$ cat config.mk
export PLATFORM = sky130hd
export DESIGN_NAME = wb_commit_queue
export DESIGN_NICKNAME = d
export VERILOG_FILES = /design/src/rtl/wb_commit_queue.sv
export SDC_FILE = /design/constraint.sdc
export NUM_CORES = 1
export LEC_CHECK = 0
export ABC_AREA = 1
export CAP_MARGIN = 10
export CELL_PAD_IN_SITES_DETAIL_PLACEMENT = 0
export CELL_PAD_IN_SITES_GLOBAL_PLACEMENT = 1
export CORE_ASPECT_RATIO = 1.2
export CORE_MARGIN = 2
export CORE_UTILIZATION = 38
export CTS_CLUSTER_SIZE = 40
export DETAILED_ROUTE_END_ITERATION = 10
export MAX_ROUTING_LAYER = met4
export PLACE_DENSITY = 0.77
export SKIP_CTS_REPAIR_TIMING = 1
export SLEW_MARGIN = 10
export SYNTH_ARGS = -nofsm -noshare
export SYNTH_HDL_FRONTEND = slang
export SYNTH_SLANG_ARGS = --single-unit
export TNS_END_PERCENT = 100
$ cat constraint.sdc
create_clock -name clk -period 7.65 [get_ports clk]
set_input_delay 2.295 -clock clk [delete_from_list [all_inputs] [get_ports clk]]
set_output_delay 2.295 -clock clk [all_outputs]
set_load 0.005 [all_outputs]
$ cat src/rtl/wb_commit_queue.sv
// wb_commit_queue: dual-issue writeback/commit buffer feeding a two-write-port
// register file. Results are queued in program order and issued up to two per
// cycle from registered outputs; two same-address writes in one issue cycle
// are merged so only the younger write reaches the register file.
// Optional feature: define WB_COMMIT_CNT_EN to add the commit_cnt output.
module wb_commit_queue #(
  parameter int DEPTH  = 4,
  parameter int ADDR_W = 32,
  parameter int REG_AW = 5,
  parameter int DATA_W = 32
) (
  input  logic                     clk,
  input  logic                     rst,
  input  logic                     flush,
  input  logic                     commit_stall,
  input  logic                     in_valid_1,
  input  logic [ADDR_W-1:0]        in_pc_1,
  input  logic                     in_we_1,
  input  logic [REG_AW-1:0]        in_waddr_1,
  input  logic [DATA_W-1:0]        in_wdata_1,
  input  logic                     in_valid_2,
  input  logic [ADDR_W-1:0]        in_pc_2,
  input  logic                     in_we_2,
  input  logic [REG_AW-1:0]        in_waddr_2,
  input  logic [DATA_W-1:0]        in_wdata_2,
  output logic                     in_ready,
  output logic                     we_1,
  output logic [ADDR_W-1:0]        pc_o_1,
  output logic [REG_AW-1:0]        waddr_1,
  output logic [DATA_W-1:0]        wdata_1,
  output logic                     we_2,
  output logic [ADDR_W-1:0]        pc_o_2,
  output logic [REG_AW-1:0]        waddr_2,
  output logic [DATA_W-1:0]        wdata_2,
  output logic [$clog2(DEPTH):0]   count
`ifdef WB_COMMIT_CNT_EN
  ,
  output logic [31:0]              commit_cnt
`endif
);

  localparam int PW = $clog2(DEPTH);
  localparam int CW = PW + 1;

  typedef struct packed {
    logic [ADDR_W-1:0] pc;
    logic [REG_AW-1:0] waddr;
    logic [DATA_W-1:0] wdata;
  } ent_t;

  ent_t          r_mem [DEPTH];
  logic [PW-1:0] r_rd;
  logic [PW-1:0] r_wr;
  logic [CW-1:0] r_count;

  logic          r_we_1;
  logic          r_we_2;
  ent_t          r_out_1;
  ent_t          r_out_2;

  logic          w_acc_1;
  logic          w_acc_2;
  ent_t          w_in_1;
  ent_t          w_in_2;
  ent_t          w_new_0;
  ent_t          w_new_1;
  logic [1:0]    w_nenq;
  logic [CW-1:0] w_avail;
  logic [1:0]    w_ndeq;
  ent_t          w_pop_0;
  ent_t          w_pop_1;

  assign in_ready = (r_count <= CW'(DEPTH - 2));

  assign w_acc_1 = in_valid_1 && in_ready && in_we_1 && (in_waddr_1 != '0) && !flush && !rst;
  assign w_acc_2 = in_valid_2 && in_ready && in_we_2 && (in_waddr_2 != '0) && !flush && !rst;
  assign w_in_1  = '{pc: in_pc_1, waddr: in_waddr_1, wdata: in_wdata_1};
  assign w_in_2  = '{pc: in_pc_2, waddr: in_waddr_2, wdata: in_wdata_2};

  // Compact accepted slots (oldest first) and pick the two oldest entries,
  // reading past the stored entries into this cycle's arrivals so an empty
  // queue issues its input on the very next cycle.
  always_comb begin
    w_new_0 = w_acc_1 ? w_in_1 : w_in_2;
    w_new_1 = w_in_2;
    w_nenq  = {1'b0, w_acc_1} + {1'b0, w_acc_2};
    w_avail = r_count + CW'(w_nenq);
    if (commit_stall || flush)
      w_ndeq = 2'd0;
    else if (w_avail >= CW'(2))
      w_ndeq = 2'd2;
    else
      w_ndeq = w_avail[1:0];
    w_pop_0 = (r_count != '0) ? r_mem[r_rd] : w_new_0;
    if (r_count >= CW'(2))
      w_pop_1 = r_mem[r_rd + PW'(1)];
    else if (r_count == CW'(1))
      w_pop_1 = w_new_0;
    else
      w_pop_1 = w_new_1;
  end

  // Arrivals are always written to storage; bypassed ones are consumed by
  // advancing the read pointer past them in the same cycle.
  always_ff @(posedge clk) begin
    if (w_nenq != 2'd0)
      r_mem[r_wr] <= w_new_0;
    if (w_nenq == 2'd2)
      r_mem[r_wr + PW'(1)] <= w_new_1;
  end

  // Pointer and occupancy bookkeeping; flush empties the queue.
  always_ff @(posedge clk) begin
    if (rst || flush) begin
      r_rd    <= '0;
      r_wr    <= '0;
      r_count <= '0;
    end else begin
      r_wr    <= r_wr + PW'(w_nenq);
      r_rd    <= r_rd + PW'(w_ndeq);
      r_count <= r_count + CW'(w_nenq) - CW'(w_ndeq);
    end
  end

  // Registered write ports, merging same-address pairs into the younger write.
  always_ff @(posedge clk) begin
    if (rst || flush || w_ndeq == 2'd0) begin
      r_we_1  <= 1'b0;
      r_we_2  <= 1'b0;
      r_out_1 <= '0;
      r_out_2 <= '0;
    end else if (w_ndeq == 2'd1) begin
      r_we_1  <= 1'b1;
      r_we_2  <= 1'b0;
      r_out_1 <= w_pop_0;
      r_out_2 <= '0;
    end else if (w_pop_0.waddr == w_pop_1.waddr) begin
      r_we_1  <= 1'b0;
      r_we_2  <= 1'b1;
      r_out_1 <= '0;
      r_out_2 <= w_pop_1;
    end else begin
      r_we_1  <= 1'b1;
      r_we_2  <= 1'b1;
      r_out_1 <= w_pop_0;
      r_out_2 <= w_pop_1;
    end
  end

  assign we_1    = r_we_1;
  assign pc_o_1  = r_out_1.pc;
  assign waddr_1 = r_out_1.waddr;
  assign wdata_1 = r_out_1.wdata;
  assign we_2    = r_we_2;
  assign pc_o_2  = r_out_2.pc;
  assign waddr_2 = r_out_2.waddr;
  assign wdata_2 = r_out_2.wdata;
  assign count   = r_count;

`ifdef WB_COMMIT_CNT_EN
  logic [31:0] r_commit_cnt;

  // Count writes actually presented to the register file; survives flush.
  always_ff @(posedge clk) begin
    if (rst)
      r_commit_cnt <= '0;
    else
      r_commit_cnt <= r_commit_cnt + 32'(r_we_1) + 32'(r_we_2);
  end

  assign commit_cnt = r_commit_cnt;
`endif

endmodule

==> parameters.txt, run 1 <==
Parameter                              Value

Outcome
  Outcome ... finished clean

Die
  I/O pin total ... 290
  Starting Density ... 38.2%
  Count of standard-cell rows ... 96
  Chip Width ... 222 um
  Full die area ... 0.0592 sq mm
  Placeable core region ... 0.0569 sq mm
  Die H ... 266 um

STA
  Final-report max-slew violation count ... 0
  Final Hold Violating Endpoints ... 0
  Max transition margin ... 22.1%
  Final period utilization ... 77.6%
  Slack of the critical path ... 1720 ps
  Final setup violation count ... 0
  Setup repair after global routing missed its margin ... no
  Upper clock frequency limit ... 169 MHz
  Fin crit period ... 5930 ps
  Sum of negative setup slack ... 0 ps
  Worst clock skew on the final layout ... 10.7 ps
  Pin slew with the least headroom to its limit ... 1170 ps
  Worst hold margin ... 648 ps

Worst setup path
  Setup slack, reg-to-reg ... 2980 ps
  Slowest cell on crit path ... sky130_fd_sc_hd__nand2_4
  WP data required ... 8120 ps
  Delay of the slowest critical-path stage ... 660 ps
  Critical Path Source Type ... input pin
  R2R Path Start ... count[1]
  CP Max Fanout ... 70
  Endpoint type of the worst setup path ... flop
  Worst-path cell chain ... clkdlybuf4s50_1, nor2_1, nand3_1, nand2_4, inv_2, ha_1, ha_1, fa_1, xor2_1, o21ai_0, a21oi_1, nand2_4, a21oi_1
  Critical Setup Path Class ... input pin to flop
  Worst Path Buf+Inv ... 2
  Worst R2R Path Depth ... 13
  Reg-to-Reg End ... pc_o_1[26]
  Kind of cell adding the most delay to the critical path ... simple AND/OR/NAND/NOR gates
  Arrival time at the worst endpoint ... 6410 ps

Logic synthesis
  Most repeated cell in the gate-level netlist after synthesis ... sky130_fd_sc_hd__nand2_1
  Cell area after synthesis ... 0.0218 sq mm
  Post-Synthesis Cells ... 2638
  Main area contributors after synthesis ... sky130_fd_sc_hd__edfxtp_1, sky130_fd_sc_hd__dfxtp_1, sky130_fd_sc_hd__o21ai_0
  Count of flip-flops with a built-in enable after synthesis ... 276
  Synth Warn # ... 0
  Syn nets ... 2792
  Portion of synthesized cell area occupied by the leading cell type ... 38.1%
  Cell taking the most area after synthesis ... sky130_fd_sc_hd__edfxtp_1
  Post-synthesis average cell area ... 8.25 sq um
  Number of flip-flops and latches in the synthesized netlist ... 423
  Share of flip-flops with an asynchronous set or reset ... 0%
  Top post-synthesis cells by count ... sky130_fd_sc_hd__nand2_1, sky130_fd_sc_hd__o21ai_0, sky130_fd_sc_hd__edfxtp_1, sky130_fd_sc_hd__a21oi_1, sky130_fd_sc_hd__nor2_1
  Sequential element share of the synthesized area ... 51.6%
  Library cells used by synthesis ... 38
  Most used DFF post-synth ... sky130_fd_sc_hd__edfxtp_1

Routing
  First DRT Iteration DRCs ... 1861
  DR DRC count ... 0
  Post-detailed-route via-to-cell ratio ... 5.55
  Total via count in the routed design ... 19.8k
  Number of antenna-violating nets in the routed design ... 0
  Drt total wl ... 74900 um
  Pre-Repair DR Iteration Count ... 6
  Wirelength per Cell ... 21.0 um

Place
  Routability cong. ... 0.839
  Number of placed cells counting well taps ... 3483
  Port-buffer cells ... 289
  DPL Wire Length ... 43600 um
  Setup slack after placement ... 1090 ps

Clock network
  Root buffer cell ... sky130_fd_sc_hd__clkbuf_16
  TritonCTS clock tree ... built
  Total clock buffers created by CTS ... 45
  Clock Tree Buf Depth ... 3
  Clock-pin slew reported for the worst setup and hold paths after clock tree synthesis ... 60 ps
  TritonCTS sink count ... 423
  Worst-skew pair later-pin latency ... 570 ps
  Number of H-tree levels ... 2

Global route
  Initial antenna violation count ... 2
  Overall track demand over capacity in global routing ... 25.4%
  Via count of the first global-routing pass ... 19.3k
  Residual overflow from global routing ... 0
  Largest net degree at the start of global routing ... 139
  Wire length of the first global-routing pass ... 113000 um

Job
  Max-cap check violation count ... 0

Pwr
  Power per standard cell area ... 189 mW/mm^2
  Maximum resistive drop on vdd ... 0.137 mV
  Static Leakage ... 9.23 nW

Final layout
  Area added between synthesis and finish ... 21.4%
  Fin nets ... 2949
  Final core utilization ... 46.4%
  Fillcell total ... 5466
  Share of final-layout standard cells stronger than drive strength 1 ... 8.13%
  Count of placed standard cells in the final layout, fillers left out ... 3566

Worst hold path
  Min-Delay Path Depth ... 3
  Worst Hold Path EP ... r_wr[1]
  Type of the worst min-delay path ... flop to flop
  Critical hold path startpoint ... r_wr[1]
==> placed cells by master (no fill, tap or decap), types with 45 or more instances in the layout <==
cell type and instances:
sky130_fd_sc_hd__clkbuf_16 45, sky130_fd_sc_hd__nand2_1 564, sky130_fd_sc_hd__a21oi_1 219, sky130_fd_sc_hd__edfxtp_1 276, sky130_fd_sc_hd__dfxtp_1 145, sky130_fd_sc_hd__nor2_1 187
sky130_fd_sc_hd__inv_1 147, sky130_fd_sc_hd__or2_2 64, sky130_fd_sc_hd__o21ai_0 543, sky130_fd_sc_hd__clkdlybuf4s50_1 289
==> state kept, by name, summed over array words and instances, names as in the netlist <==
name / flops
r_mem: 276
pc_o_1: 32
wdata_2: 32
wdata_1: 32
count: 3
we_2: 1
r_wr: 2
waddr_1: 5
we_1: 1
r_rd: 2
waddr_2: 5
pc_o_2: 32
==> per-stage QoR <==
step | instance area (sq um) | total power [mW]
finish | 26400 | 4.99
global route | 26400 | 5.16
CTS | 26400 | 5.02
detailed placement | 25100 | 2.98
global placement | 25100 | 2.97
floorplan | 21800 | 2.76
==> cell families (layout without fill, tap and decap cells) <==
kind of cell,after synthesis,after routing,synth area share [%]
AO/OA/AOI/OAI,953,953,23.8
XOR/XNOR,4,4,0.161
adder cells (fa/ha/maj),8,8,0.529
buffers and inverters,359,550,6.67
flip-flops,423,423,51.6
multiplexers,17,17,0.880
other,0,2,0
AND/OR/NAND/NOR,874,874,16.3
==> metal layers <==
| layer | global-route usage [%] | share of wire (%) |
|---|---|---|
| met1 | 31.4 | 41 |
| met2 | 42.8 | 48 |
| met3 | 3.61 | 7.3 |
| met4 | 8.62 | 3.0 |
| met5 | - | 0 |
==> cell type report <==
cell class                 instances  area, sq um  area share (%)
inverter                         152          579            2.19
clock inverter                    21          126           0.478
clock buffer                      60         1210            4.56
tap                              735          920            3.48
antenna                            2         5.00          0.0189
sequential                       423        11200            42.5
timing repair buffer             317         3150            11.9
multi-input combinational       1856         9200            34.8
==> worst max path at each step <==
stage,cells past startpoint,end,startpoint
global placement,13,wdata_2[22],in_waddr_1[0]
detailed placement,13,wdata_2[2],in_waddr_1[1]
CTS,13,wdata_2[2],in_waddr_1[1]
global route,14,wdata_2[2],flush
finish,13,wdata_2[2],in_waddr_1[1]
floorplan,9,r_mem[1][0],flush
==> report_power, final <==
part           internal, mW  switching, mW
registers              2.46         0.0114
logic                 0.174          0.284
clock network          1.14          0.923
==> worst min-delay path: stages, from the launching register on <==
cell	delay [ps]
sky130_fd_sc_hd__dfxtp_1	350
sky130_fd_sc_hd__nand2_1	80
sky130_fd_sc_hd__nand2_1	60
sky130_fd_sc_hd__a21oi_1	120
No activity file was read; power rests on OpenSTA's default activity.
==> inputs of run 2 (changes only) <==
--- a/config.mk
+++ b/config.mk
@@ -11,11 +11,11 @@
 export CELL_PAD_IN_SITES_GLOBAL_PLACEMENT = 1
 export CORE_ASPECT_RATIO = 1.2
 export CORE_MARGIN = 2
-export CORE_UTILIZATION = 38
+export CORE_UTILIZATION = 42
 export CTS_CLUSTER_SIZE = 40
 export DETAILED_ROUTE_END_ITERATION = 10
 export MAX_ROUTING_LAYER = met4
-export PLACE_DENSITY = 0.77
+export PLACE_DENSITY = 0.81
 export SKIP_CTS_REPAIR_TIMING = 1
 export SLEW_MARGIN = 10
 export SYNTH_ARGS = -nofsm -noshare
==> constraint.sdc (replaced) <==
create_clock -name clk -period 5.9 [get_ports clk]
set_input_delay 1.77 -clock clk [delete_from_list [all_inputs] [get_ports clk]]
set_output_delay 1.77 -clock clk [all_outputs]
set_load 0.005 [all_outputs]
==> run 2 against run 1 <==
  * Final area up 1.2%
  * Worst hold slack better by 28 ps
  * Global-route usage up 2.7 points
  * Sequential share of layout area down 0.51 points
  * Core utilization up 5.7 points
  * Largest power group unchanged
==> parameters.txt, run 2 (synthesis gave the netlist of run 1 again) <==
Parameter                              Value

Clock network
  Root buffer cell ... sky130_fd_sc_hd__clkbuf_16 (unchanged)
  Number of H-tree levels ... 2 (unchanged)
  Total clock buffers created by CTS ... 46 (was 45)
  Clock Tree Buf Depth ... 3 (unchanged)
  Worst-skew pair later-pin latency ... 590 ps (was 570 ps)
  Clock-pin slew reported for the worst setup and hold paths after clock tree synthesis ... 60 ps (about the same)
  TritonCTS clock tree ... built (unchanged)
  TritonCTS sink count ... 423 (unchanged)

Routing
  First DRT Iteration DRCs ... 1643 (was 1861)
  Wirelength per Cell ... 20.9 um (was 21.0 um)
  Number of antenna-violating nets in the routed design ... 0 (unchanged)
  Metal3 WL ... 6310 um (was 5480 um)
  DR DRC count ... 0 (unchanged)
  Total via count in the routed design ... 20.1k (was 19.8k)
  Top sig layer ... met4 (unchanged)
  Met1 Wirelength ... 29100 um (was 31000 um)
  Post-detailed-route via-to-cell ratio ... 5.67 (was 5.55)
  Amount of wire on met2 after detailed routing ... 36000 um (was 36100 um)
  Drt total wl ... 74300 um (was 74900 um)
  Pre-Repair DR Iteration Count ... 5 (was 6)

Final layout
  Area added between synthesis and finish ... 22.9% (was 21.4%)
  Fin nets ... 2961 (was 2949)
  Final cell area excluding filler cells ... 0.0267 sq mm (was 0.0264 sq mm)
  Count of placed standard cells in the final layout, fillers left out ... 3547 (was 3566)
  Final core utilization ... 52.1% (was 46.4%)
  Register with the highest flop count ... r_mem (unchanged)
  Commonest non-fill, non-tap cell in the layout ... sky130_fd_sc_hd__nand2_1 (unchanged)
  Share of final-layout standard cells stronger than drive strength 1 ... 8.75% (was 8.13%)
  Top library cells by usage in the layout, fill and taps aside ... sky130_fd_sc_hd__nand2_1, sky130_fd_sc_hd__o21ai_0, sky130_fd_sc_hd__clkdlybuf4s50_1 (unchanged)
  Number of flip-flops under the largest register name ... 276 (unchanged)

Place
  Port-buffer cells ... 289 (unchanged)
  Area of placed instances ... 0.0252 sq mm (was 0.0251 sq mm)
  Number of placed cells counting well taps ... 3456 (was 3483)
  DPL Wire Length ... 44200 um (was 43600 um)
  Routability cong. ... 0.838 (was 0.839)

STA
  Final period utilization ... 85.6%
  Sum of negative setup slack ... 0 ps (unchanged)
  Max transition margin ... 12.4% (was 22.1%)
  Worst clock skew on the final layout ... 14.3 ps (was 10.7 ps)
  Fin crit period ... 5050 ps
  Pin slew with the least headroom to its limit ... 1310 ps (was 1170 ps)
  Upper clock frequency limit ... 198 MHz
  Final Hold Violating Endpoints ... 0 (unchanged)
  Final-report max-slew violation count ... 0 (unchanged)
  Setup repair after global routing missed its margin ... no (unchanged)
  Final setup violation count ... 0 (unchanged)

Global route
  Via count of the first global-routing pass ... 19.7k (was 19.3k)
  Wire length of the first global-routing pass ... 112000 um (was 113000 um)
  Overall track demand over capacity in global routing ... 28.1% (was 25.4%)
  Residual overflow from global routing ... 0 (unchanged)
  Largest net degree at the start of global routing ... 139 (unchanged)
  Initial antenna violation count ... 5 (was 2)

Worst setup path
  Critical Path Source Type ... input pin (unchanged)
  Slowest cell on crit path ... sky130_fd_sc_hd__clkdlybuf4s50_1 (was sky130_fd_sc_hd__nand2_4)
  WP data required ... 6400 ps (was 8120 ps)
  Worst R2R Path Depth ... 13 (unchanged)
  Arrival time at the worst endpoint ... 5560 ps (was 6410 ps)
  Delay of the slowest critical-path stage ... 570 ps (was 660 ps)
  Endpoint type of the worst setup path ... flop (unchanged)
  CP Max Fanout ... 27 (was 70)
  Worst-path cell chain ... clkdlybuf4s50_1, nor3_1, nand3_1, nand4_1, inv_1, ha_1, ha_1, fa_1, xor2_1, nor2_1, nand3_1, a21oi_1, nand2_4, buf_4, a21oi_1 (was clkdlybuf4s50_1, nor2_1, nand3_1, nand2_4, inv_2, ha_1, ha_1, fa_1, xor2_1, o21ai_0, a21oi_1, nand2_4, a21oi_1)
  Critical Setup Path Class ... input pin to flop (unchanged)

Outcome
  Outcome ... finished clean (unchanged)

Die
  Placeable core region ... 0.0514 sq mm (was 0.0569 sq mm)
  I/O pin total ... 290 (unchanged)
  Starting Density ... 42.4% (was 38.2%)
  Count of standard-cell rows ... 91 (was 96)
  Full die area ... 0.0537 sq mm (was 0.0592 sq mm)
  Die H ... 253 um (was 266 um)
  Chip Width ... 212 um (was 222 um)

Job
  Max-cap check violation count ... 0 (unchanged)

Worst hold path
  Type of the worst min-delay path ... flop to flop (unchanged)
  Min-Delay Path Depth ... 3 (unchanged)

Pwr
  Power per standard cell area ... 255 mW/mm^2 (was 189 mW/mm^2)
  Static Leakage ... 9.40 nW (was 9.23 nW)
  Maximum resistive drop on vdd ... 0.182 mV (was 0.137 mV)
  Post-route total power ... 6.81 mW (was 4.99 mW)
## run 2: metal layers
metal | vias to the layer above | global-route usage, %
li1 | 9421 | -
met1 | 9569 | 33.4
met2 | 961 | 47.0
met3 | 175 | 4.25
met4 | 0 | 12.5
met5 | - | -
## run 2: layout make-up
| type | count | area [sq um] |
|---|---|---|
| Inverter | 152 | 579 |
| Timing Repair Buffer | 328 | 3290 |
| Fill cell | 4666 | 24600 |
| Clock buffer | 64 | 1320 |
| Antenna cell | 5 | 12.5 |
| Tap cell | 697 | 872 |
| Multi-Input combinational cell | 1856 | 9200 |
| Sequential cell | 423 | 11200 |
| Clock inverter | 22 | 238 |
## run 2: worst paths after layout
kind / startpoint / end / slack (ps)
setup / recovery: in_waddr_2[1] / wdata_2[7] / 850
hold / removal: r_wr[1] / r_wr[1] / 680
setup reg to reg: count[1] / pc_o_1[19] / 1820
hold reg to reg: r_wr[1] / r_wr[1] / 680
## run 2: where the power goes
part	internal, mW	switching (mW)
Clock	1.78	1.23
Combinational	0.229	0.367
Sequential	3.19	0.0146
Total	5.20	1.61
## run 2: per-stage QoR
step           worst slack (ps)  hold WS [ps]
4_1_cts                     880           682
6_report                    848           676
2_1_floorplan              -852           583
3_5_place_dp                289           668
3_3_place_gp                335           657
5_1_grt                     608           730
## run 2: critical path: cells and delay by family
family / cells / cell delay, ps
XOR/XNOR: 1 / 180
AND/OR/NAND/NOR: 6 / 1110
buffers and inverters: 3 / 970
AO/OA/AOI/OAI: 2 / 580
adder cells (fa/ha/maj): 3 / 930
